$ cat src/rtl/uart_pkg.sv
// uart_pkg: shared UART types and constants for the button sequencer and serializer
package uart_pkg;
    typedef enum logic [2:0] {IDLE, START, DATA, PARITY, STOP} tx_state_t;
    localparam int UART_DATA_BITS = 8;
    localparam logic UART_IDLE_LEVEL = 1'b1;
    localparam logic [7:0] DEF_BASE_CHAR = 8'h61;
    localparam logic [7:0] DEF_IDLE_CHAR = 8'h2E;
endpackage

$ cat src/rtl/uart_tx_serializer.sv
// uart_tx_serializer: valid/ready byte to UART frame transmitter (START, 8 data LSB first, optional PARITY, STOP)
// Ports: clk_i, rst_n_i (async active-low), i_valid/i_data/o_ready byte handshake,
//        o_serial line (idle high), o_active (start..stop), o_done (1-cycle pulse after stop).
// Macro UART_TX_PARITY_EN adds an even parity bit between data and stop.
module uart_tx_serializer import uart_pkg::*; #(
    parameter int CLKS_PER_BIT = 434
) (
    input  logic       clk_i,
    input  logic       rst_n_i,
    input  logic       i_valid,
    input  logic [7:0] i_data,
    output logic       o_ready,
    output logic       o_serial,
    output logic       o_active,
    output logic       o_done
);
    localparam int CW = $clog2(CLKS_PER_BIT + 1);
    tx_state_t      r_state;
    logic [CW-1:0]  r_cnt;
    logic [2:0]     r_idx;
    logic [7:0]     r_shift;
    logic           r_serial, r_active, r_done, w_end;
`ifdef UART_TX_PARITY_EN
    logic           r_par;
`endif
    assign w_end    = r_cnt == CW'(CLKS_PER_BIT - 1);
    assign o_ready  = r_state == IDLE;
    assign o_serial = r_serial;
    assign o_active = r_active;
    assign o_done   = r_done;
    always_ff @(posedge clk_i or negedge rst_n_i) begin
        if (!rst_n_i) begin
            r_state  <= IDLE;
            r_cnt    <= '0;
            r_idx    <= '0;
            r_shift  <= '0;
            r_serial <= UART_IDLE_LEVEL;
            r_active <= 1'b0;
            r_done   <= 1'b0;
`ifdef UART_TX_PARITY_EN
            r_par    <= 1'b0;
`endif
        end else begin
            r_done <= 1'b0;
            r_cnt  <= (r_state == IDLE || w_end) ? '0 : r_cnt + 1'b1;
            case (r_state)
                IDLE: if (i_valid) begin
                    r_state  <= START;
                    r_shift  <= i_data;
                    r_serial <= 1'b0;
                    r_active <= 1'b1;
`ifdef UART_TX_PARITY_EN
                    r_par    <= ^i_data;
`endif
                end
                START: if (w_end) begin
                    r_state  <= DATA;
                    r_serial <= r_shift[0];
                    r_idx    <= '0;
                end
                DATA: if (w_end) begin
                    if (r_idx == 3'(UART_DATA_BITS - 1)) begin
`ifdef UART_TX_PARITY_EN
                        r_state  <= PARITY;
                        r_serial <= r_par;
`else
                        r_state  <= STOP;
                        r_serial <= UART_IDLE_LEVEL;
`endif
                    end else begin
                        r_serial <= r_shift[1];
                        r_shift  <= r_shift >> 1;
                        r_idx    <= r_idx + 1'b1;
                    end
                end
`ifdef UART_TX_PARITY_EN
                PARITY: if (w_end) begin
                    r_state  <= STOP;
                    r_serial <= UART_IDLE_LEVEL;
                end
`endif
                STOP: if (w_end) begin
                    r_state  <= IDLE;
                    r_active <= 1'b0;
                    r_done   <= 1'b1;
                end
                default: r_state <= IDLE;
            endcase
        end
    end
endmodule

$ cat src/rtl/uart_btn_tx_seq.sv
// uart_btn_tx_seq: debounced button presses and idle heartbeats queued in a FIFO and sent over UART
// Ports: clk_i, rst_n_i (async active-low), button_i raw buttons, uart_tx_data_o/active_o/done_o
//        serial line and status, fifo_full_o queue full, drop_o 1-cycle pulse on a lost character.
// Macro UART_TX_PARITY_EN (in uart_tx_serializer) selects 8E1 frames instead of 8N1.
module uart_btn_tx_seq import uart_pkg::*; #(
    parameter int         NUM_BUTTONS     = 4,
    parameter int         CLKS_PER_BIT    = 434,
    parameter int         FIFO_DEPTH      = 8,
    parameter int         DEBOUNCE_CYCLES = 250_000,
    parameter logic [7:0] BASE_CHAR       = DEF_BASE_CHAR,
    parameter int         IDLE_SEND_RATE  = 150_000_000,
    parameter logic [7:0] IDLE_CHAR       = DEF_IDLE_CHAR
) (
    input  logic                   clk_i,
    input  logic                   rst_n_i,
    input  logic [NUM_BUTTONS-1:0] button_i,
    output logic                   uart_tx_data_o,
    output logic                   uart_tx_active_o,
    output logic                   uart_tx_done_o,
    output logic                   fifo_full_o,
    output logic                   drop_o
);
    localparam int AW = $clog2(FIFO_DEPTH);
    localparam int DW = $clog2(DEBOUNCE_CYCLES + 1);
    logic [NUM_BUTTONS-1:0] r_s1, r_s2, r_lvl, r_arm, r_pend, w_acc, w_clr;
    logic [DW-1:0]          r_db [NUM_BUTTONS];
    logic [1:0]             r_vld;
    logic [7:0]             r_mem [FIFO_DEPTH];
    logic [AW-1:0]          r_wp, r_rp;
    logic [AW:0]            r_cnt;
    logic [3:0]             w_idx;
    logic [7:0]             w_wdata;
    logic                   r_drop, w_req, w_hb, w_wr_req, w_wr, w_rd, w_empty, w_ready, w_quiet;
    always_comb begin
        w_idx = '0;
        w_acc = '0;
        for (int k = NUM_BUTTONS - 1; k >= 0; k--) if (r_pend[k]) w_idx = 4'(k);
        for (int k = 0; k < NUM_BUTTONS; k++)
            w_acc[k] = (r_s2[k] != r_lvl[k]) && (r_db[k] == DW'(DEBOUNCE_CYCLES - 1));
    end
    assign w_req       = |r_pend;
    assign w_clr       = w_req ? NUM_BUTTONS'(1) << w_idx : '0;
    assign w_wr_req    = w_req | w_hb;
    assign w_wdata     = w_req ? BASE_CHAR + 8'(w_idx) : IDLE_CHAR;
    assign fifo_full_o = r_cnt == (AW + 1)'(FIFO_DEPTH);
    assign w_empty     = r_cnt == '0;
    assign w_wr        = w_wr_req & ~fifo_full_o;
    assign w_rd        = w_ready & ~w_empty;
    assign w_quiet     = w_empty & w_ready & ~w_req & ~|r_lvl;
    assign drop_o      = r_drop;
    // r_arm blocks a press edge until the button has been seen released after reset,
    // so a button held through reset never queues a character.
    always_ff @(posedge clk_i or negedge rst_n_i) begin
        if (!rst_n_i) begin
            {r_s1, r_s2, r_lvl, r_arm, r_pend} <= '0;
            r_vld  <= '0;
            r_drop <= 1'b0;
            for (int k = 0; k < NUM_BUTTONS; k++) r_db[k] <= '0;
        end else begin
            r_s1   <= button_i;
            r_s2   <= r_s1;
            r_vld  <= {r_vld[0], 1'b1};
            r_arm  <= r_arm | ({NUM_BUTTONS{r_vld[1]}} & ~r_s2 & ~r_lvl);
            r_pend <= (r_pend & ~w_clr) | (w_acc & r_s2 & r_arm);
            r_drop <= w_wr_req & fifo_full_o;
            for (int k = 0; k < NUM_BUTTONS; k++) begin
                if (w_acc[k]) r_lvl[k] <= r_s2[k];
                r_db[k] <= (w_acc[k] || r_s2[k] == r_lvl[k]) ? '0 : r_db[k] + 1'b1;
            end
        end
    end
    always_ff @(posedge clk_i or negedge rst_n_i) begin
        if (!rst_n_i) begin
            r_wp  <= '0;
            r_rp  <= '0;
            r_cnt <= '0;
            for (int k = 0; k < FIFO_DEPTH; k++) r_mem[k] <= '0;
        end else begin
            if (w_wr) begin
                r_mem[r_wp] <= w_wdata;
                r_wp        <= r_wp + 1'b1;
            end
            if (w_rd) r_rp <= r_rp + 1'b1;
            r_cnt <= r_cnt + (AW + 1)'(w_wr) - (AW + 1)'(w_rd);
        end
    end
    if (IDLE_SEND_RATE > 0) begin : g_hb
        localparam int HW = $clog2(IDLE_SEND_RATE + 1);
        logic [HW-1:0] r_hb;
        assign w_hb = w_quiet && r_hb == HW'(IDLE_SEND_RATE - 1);
        always_ff @(posedge clk_i or negedge rst_n_i) begin
            if (!rst_n_i) r_hb <= '0;
            else r_hb <= (!w_quiet || w_hb) ? '0 : r_hb + 1'b1;
        end
    end else begin : g_no_hb
        assign w_hb = 1'b0;
    end
    uart_tx_serializer #(.CLKS_PER_BIT(CLKS_PER_BIT)) u_ser (
        .clk_i    (clk_i),
        .rst_n_i  (rst_n_i),
        .i_valid  (~w_empty),
        .i_data   (r_mem[r_rp]),
        .o_ready  (w_ready),
        .o_serial (uart_tx_data_o),
        .o_active (uart_tx_active_o),
        .o_done   (uart_tx_done_o)
    );
endmodule
$ cat config.mk
export PLATFORM = sky130hd
export DESIGN_NAME = uart_btn_tx_seq
export DESIGN_NICKNAME = d
export VERILOG_FILES = /design/src/rtl/uart_pkg.sv /design/src/rtl/uart_tx_serializer.sv /design/src/rtl/uart_btn_tx_seq.sv
export SDC_FILE = /design/constraint.sdc
export NUM_CORES = 1
export LEC_CHECK = 0
export CAP_MARGIN = 25
export CORE_AREA = 2 2 150 152
export DETAILED_ROUTE_END_ITERATION = 12
export DIE_AREA = 0 0 152 154
export HOLD_SLACK_MARGIN = 0.15
export PLACE_DENSITY = 0.64
export SYNTH_ARGS = -nofsm -noshare
export SYNTH_HDL_FRONTEND = slang
export SYNTH_SLANG_ARGS = --single-unit
$ cat constraint.sdc
create_clock -name clk_i -period 4.7 [get_ports clk_i]
set_input_delay 0.705 -clock clk_i [delete_from_list [all_inputs] [get_ports clk_i]]
set_output_delay 0.705 -clock clk_i [all_outputs]
set_load 0.005 [all_outputs]
After elaboration in Yosys (flattened, before gate mapping)
Index checks and enable logic that the tools add are counted.
{"block": "classes", "n_addsub": 12, "magnitude_cmp": 3, "eq_ne": 25, "shifts": 1, "muxes": 41, "n_bitwise": 22, "reduce_logical": 27}
{"op": "adder 18 x 1 -> 18 bit (second input constant)", "n": 4}
{"op": "== test 18 bit (second input constant)", "n": 4}
{"op": "2-to-1 mux 18 bit", "n": 4}
{"op": "bitwise mux 64 bit", "n": 1}
{"op": "2-to-1 mux 8 bit", "n": 7}
{"op": "adder 28 x 1 -> 28 bit (second input constant)", "n": 1}
{"op": "== test 28 bit (second input constant)", "n": 1}
{"op": "2-to-1 mux 28 bit", "n": 1}
{"op": "binary-select mux 8 bit (select 3 bit)", "n": 1}
{"op": "demux 8 bit (select 3 bit)", "n": 1}
{"op": "2-to-1 mux 3 bit", "n": 7}
{"op": "AND 4 bit", "n": 5}
{"op": "one-hot mux 8 bit (2 select lines)", "n": 1}
{"op": "inverter 4 bit", "n": 3}
{"op": "one-hot mux 3 bit (4 select lines)", "n": 1}
{"op": "AND reduction 4 bit", "n": 3}
{"op": "adder 3 x 1 -> 3 bit (second input constant)", "n": 3}
{"op": "adder 9 x 1 -> 9 bit (second input constant)", "n": 1}
{"op": "== test 9 bit (second input constant)", "n": 1}
{"op": "2-to-1 mux 9 bit", "n": 1}
{"op": "adder 7 x 4 -> 8 bit (first input constant)", "n": 1}
{"op": "greater-or-equal comparator 4 bit (second input constant)", "n": 2}
{"op": "2-to-1 mux 1 bit", "n": 8}
{"op": "2-to-1 mux 2 bit", "n": 4}
{"op": "31 further kinds", "n": 65}
{"block": "totals", "regBits": 223, "in_bits": 6, "out_inout_bits": 5, "elab_cells": 164}

Logic depth before layout (Yosys ltp)
{"block": "depth", "word_depth": 9, "mapped_depth": 13, "ltp_nobuf": 12}

Modules after synthesis
Synthesis repeated with hierarchy kept, for this count alone.
{"block": "hier_totals", "cells_unflattened": 880, "hier_area_um2": 9829.4}
{"mod": "uart_btn_tx_seq", "n_inst": 1, "cells_per_inst": 742, "area_each_um2": 8493.1}
{"mod": "uart_tx_serializer", "n_inst": 1, "cells_per_inst": 138, "area_each_um2": 1336.3}

Least setup slack after synthesis
OpenSTA, ideal clock, no wires.
{"block": "synth_path", "path_kind": "register to register", "start": "register g_hb.r_hb[11]", "end": "register r_cnt[2]", "setup_ns": 0.123, "arrival_ns": 2.896, "required_ns": 4.577, "setup_slack_ns": 1.682, "stages_incl_launch_ff": 12, "path_buffers": 1, "period_less_slack_ns": 3.018, "cell_sequence": "dfrtp_1 -> or4_1 -> or4_1 -> o31ai_2 -> buf_4 -> nand2_1 -> ha_1 -> inv_1 -> ha_1 -> inv_1 -> fa_1 -> xnor2_1"}
{"block": "synth_via", "elab_chain_len": 6}
{"element": "start, declared", "line_no": "uart_btn_tx_seq.sv:89", "text": "logic [HW-1:0] r_hb;"}
{"element": "start signal, assigned", "line_no": "uart_btn_tx_seq.sv:93", "text": "else r_hb <= (!w_quiet || w_hb) ? '0 : r_hb + 1'b1;"}
{"element": "== test 28 bit", "line_no": "uart_btn_tx_seq.sv:90", "text": "assign w_hb = w_quiet && r_hb == HW'(IDLE_SEND_RATE - 1);"}
{"element": "logical AND 1 bit", "line_no": "uart_btn_tx_seq.sv:90"}
{"element": "OR 1 bit", "line_no": "uart_btn_tx_seq.sv:43", "text": "assign w_wr_req = w_req | w_hb;"}
{"element": "AND 1 bit", "line_no": "uart_btn_tx_seq.sv:47", "text": "assign w_wr = w_wr_req & ~fifo_full_o;"}
{"element": "adder 4 x 1 -> 4 bit", "line_no": "uart_btn_tx_seq.sv:84", "text": "r_cnt <= r_cnt + (AW + 1)'(w_wr) - (AW + 1)'(w_rd);"}
{"element": "subtractor 4 x 1 -> 4 bit", "line_no": "uart_btn_tx_seq.sv:84"}
{"element": "end signal, assigned", "line_no": "uart_btn_tx_seq.sv:84"}
{"element": "end, declared", "line_no": "uart_btn_tx_seq.sv:30", "text": "logic [AW:0] r_cnt;"}
Every way passes these cells.
A chain may end at the register's enable or synchronous reset.

Worst setup path after layout
Ends and elaborated chain as after synthesis.

==> Flow_metrics.wiki <==
{| class="wikitable"
! Metric !! Value
|-
| Number of distinct library cells after synthesis || 53
|-
| Max Clk Rate || 308 MHz
|-
| Reg-to-reg slack, setup || 1.45 ns
|-
| Core footprint || 0.0217 sq mm
|-
| Max-cap violations || 0
|-
| Average instance area after synthesis || 11.1 sq um
|-
| Worst Hold Margin || 0.322 ns
|-
| Worst slew margin relative to its limit || 40.4%
|-
| Antenna violations before repair || 0
|-
| Type of the worst setup path || flip-flop to flip-flop
|-
| Width of the die || 152 microns
|-
| Clock net sink count || 206
|-
| Final setup vio count || 0
|-
| Most instantiated cells after synthesis || dfrtp_1, nor2_1, xnor2_1, nand2_1, xor2_1
|-
| Count of pins over their slew limit || 0
|-
| Unrepaired setup endpoints after global routing || false
|-
| Source of the worst register-to-register timing path || g_hb.r_hb[11]
|-
| Class of the tightest hold or removal check || input port to async pin
|-
| Worst-path clk slew || 0.06 ns
|-
| Number of nets in the layout || 906
|-
| Die ar. || 0.0234 sq mm
|-
| Area share of the largest cell type after synthesis || 53.2%
|-
| Startpoint of the most critical setup path || g_hb.r_hb[11]
|-
| Dpl hpwl || 11.1 mm
|-
| Number of instances in the synthesized netlist || 869
|-
| Wire length of the first global-routing pass || 29.9 mm
|-
| Gp weighted congestion || 0.747
|-
| Leakage Power || 4.84 nW
|-
| Largest cells by area after synthesis || dfrtp_1, nor2_1, xnor2_1
|-
| Number of warnings issued by yosys || 0
|-
| Setup Fix Bufs, Post-CTS || 0
|-
| Largest area contributor in the netlist || dfrtp_1
|-
| Resize count post-CTS || 0
|-
| Worst r2r path cells || 11
|-
| Final critical-path setup slack || 1.45 ns
|-
| Drc violations || 0
|-
| Hold violation total from the final report || 0
|-
| Kind of end point of the critical path || flip-flop
|-
| Clock Tree Root || clkbuf_16
|-
| Detailed Routing Iterations Pass 1 || 4
|-
| Count leader, synth || dfrtp_1
|-
| Aggregate routed wire length || 17.2 mm
|-
| Final critical-path required period || 3.25 ns
|-
| Worst Max-Slew Pin Slew || 0.894 ns
|-
| Count of vias placed by the detailed router || 6078
|-
| Drt wl/cell || 14.6 microns
|-
| Final Cycle Share || 69.0%
|-
| Post-Synthesis Net Count || 895
|-
| Setup TNS Final || 0 ns
|-
| IR Drop Worst-Case VDD || 0.318 mV
|-
| Total overflow reported by the global router || 0
|-
| Total global routing track utilization || 15.0%
|-
| Overall power of the completed layout || 3.54 mW
|-
| Maximum level of the CTS H-tree || 1
|-
| # port buffers || 10
|-
| Power per cell area || 329 mW/mm^2
|-
| Pin count of the biggest net entering global routing || 115
|-
| Run status || complete, no violations
|-
| Site row count || 54
|-
| Post-synthesis cell area || 0.00964 sq mm
|-
| Number of synthesized register bits || 206
|-
| WP data arrival || 3.63 ns
|-
| Number of enable flip-flop cells after synthesis || 0
|-
| End of the worst register-to-register path || r_cnt[2]
|-
| Clock Tree Buf Depth || 3
|-
| Worst slack at placement || 1.48 ns
|-
| Predominant post-synthesis flop cell || dfrtp_1
|-
| WP data required || 5.09 ns
|-
| Relative area change from synthesis to final layout || 11.4%
|-
| Share of final-layout standard cells stronger than drive strength 1 || 11.8%
|-
| Clk_skew || 0.0134 ns
|-
| Number of DRC markers in iteration 0 || 306
|-
| Worst Path Max Fanout || 11
|-
| Number of buffers created by CTS || 23
|-
| Die Y || 154 microns
|-
| Part of the Yosys area used for sequential elements || 53.5%
|-
| Inserted Diodes || 0
|-
| Effective utilization at floorplan || 44.4%
|-
| Number of routed nets with antenna violations || 0
|-
| TritonCTS clock tree || done
|-
| CP Capture Point || r_cnt[2]
|-
| Critical path launch point type || flip-flop
|-
| Vias per std cell || 5.17
|-
| Cts-stage hold buffer count || 0
|-
| Latest clock arrival within the worst-skew pair || 0.51 ns
|-
| Count of pins on the block boundary || 11
|-
| Ys async rst share || 100%
|-
| Number of global-route vias before repair || 6050
|}
==> metrics by stage <==
stage	utilization, %	std cells	cell area (sq um)
final	49.5	1176	10700
after global routing	49.5	1176	10700
after CTS	49.5	1176	10700
after detailed placement	46.2	1135	10000
after global placement	46.2	1135	10000
after floorplan	-	869	9640
==> worst max-delay path, cell delays in order (launching register included) <==
cell and delay [ns]:
dfrtp_1 0.41, or4_1 0.52, or4_1 0.46, o31ai_2 0.25
buf_4 0.25, nand2_1 0.13, ha_1 0.33, inv_1 0.05
ha_1 0.15, inv_1 0.05, fa_1 0.38, xnor2_1 0.14
==> area by class of cell <==
cell class              instances  area (sq um)
clock buffers                  31           656
fillers                      1922         10900
well taps                     280           350
flip-flops and latches        206          5160
multi-input cells             609          4270
clock inverters                10          57.6
inverters                      24          90.1
repair buffers                 16           161
==> worst min path at each step <==
stage / startpoint / slack, ns / cells after the start / to
after floorplan: r_s1[0] / 0.33 / 0 / r_s2[0]
after global placement: r_vld[0] / 0.33 / 0 / r_vld[1]
after detailed placement: r_vld[0] / 0.33 / 0 / r_vld[1]
after CTS: r_vld[0] / 0.35 / 0 / r_vld[1]
after global routing: r_s1[0] / 0.35 / 0 / r_s2[0]
final: rst_n_i / 0.32 / 1 / r_db[63]
==> power by group <==
group,switching (mW),internal (mW),total (mW)
clock network,0.696,0.977,1.67
logic,0.0505,0.0155,0.0660
registers,0.0109,1.79,1.80
total,0.758,2.78,3.54
==> flip-flops by register name, summed over array words and instances (netlist names), 2 cells and up <==
name / flops
r_arm: 4
r_db: 72
r_s1: 4
r_mem: 48
u_ser.r_state: 3
g_hb.r_hb: 28
r_lvl: 4
u_ser.r_idx: 3
u_ser.r_shift: 7
r_rp: 3
u_ser.r_cnt: 9
r_s2: 4
r_vld: 2
r_pend: 4
r_cnt: 4
r_wp: 3
==> cells by family (layout without fill, tap and decap cells) <==
group / after synthesis / count (layout) / share of synthesized area [%]
other: 1 / 1 / 0.0389
buffers and inverters: 54 / 81 / 2.28
multiplexers: 68 / 68 / 9.27
AO/OA/AOI/OAI: 40 / 40 / 2.66
AND/OR/NAND/NOR: 372 / 372 / 19.8
adder cells (fa/ha/maj): 21 / 21 / 2.78
XOR/XNOR: 107 / 107 / 9.72
flip-flops: 206 / 206 / 53.5
==> routing by layer <==
layer	part of all wire [%]	routed length [microns]	vias up	track usage (%)
met5	0	0	-	0
met1	49	8420	2990	20.8
met4	1.7	291	0	3.65
li1	-	-	3018	-
met3	2.4	410	17	2.40
met2	47	8060	53	24.9
==> cell usage in the layout, fill, tap and decap left out, types with 7 or more instances in the layout <==
cell type	n
a21oi_1	13
and3_1	16
and4_1	15
clkbuf_16	23
clkdlybuf4s50_1	9
clkinv_2	8
dfrtp_1	205
ha_1	19
inv_1	24
mux2_1	15
mux2_2	35
mux4_2	12
nand2_1	50
nand3_1	40
nand3b_1	7
nand4_1	23
nor2_1	145
nor3_1	18
nor4_1	11
o21ai_0	9
xnor2_1	58
xor2_1	49
Note: power is estimated with default switching activity, not from simulation.
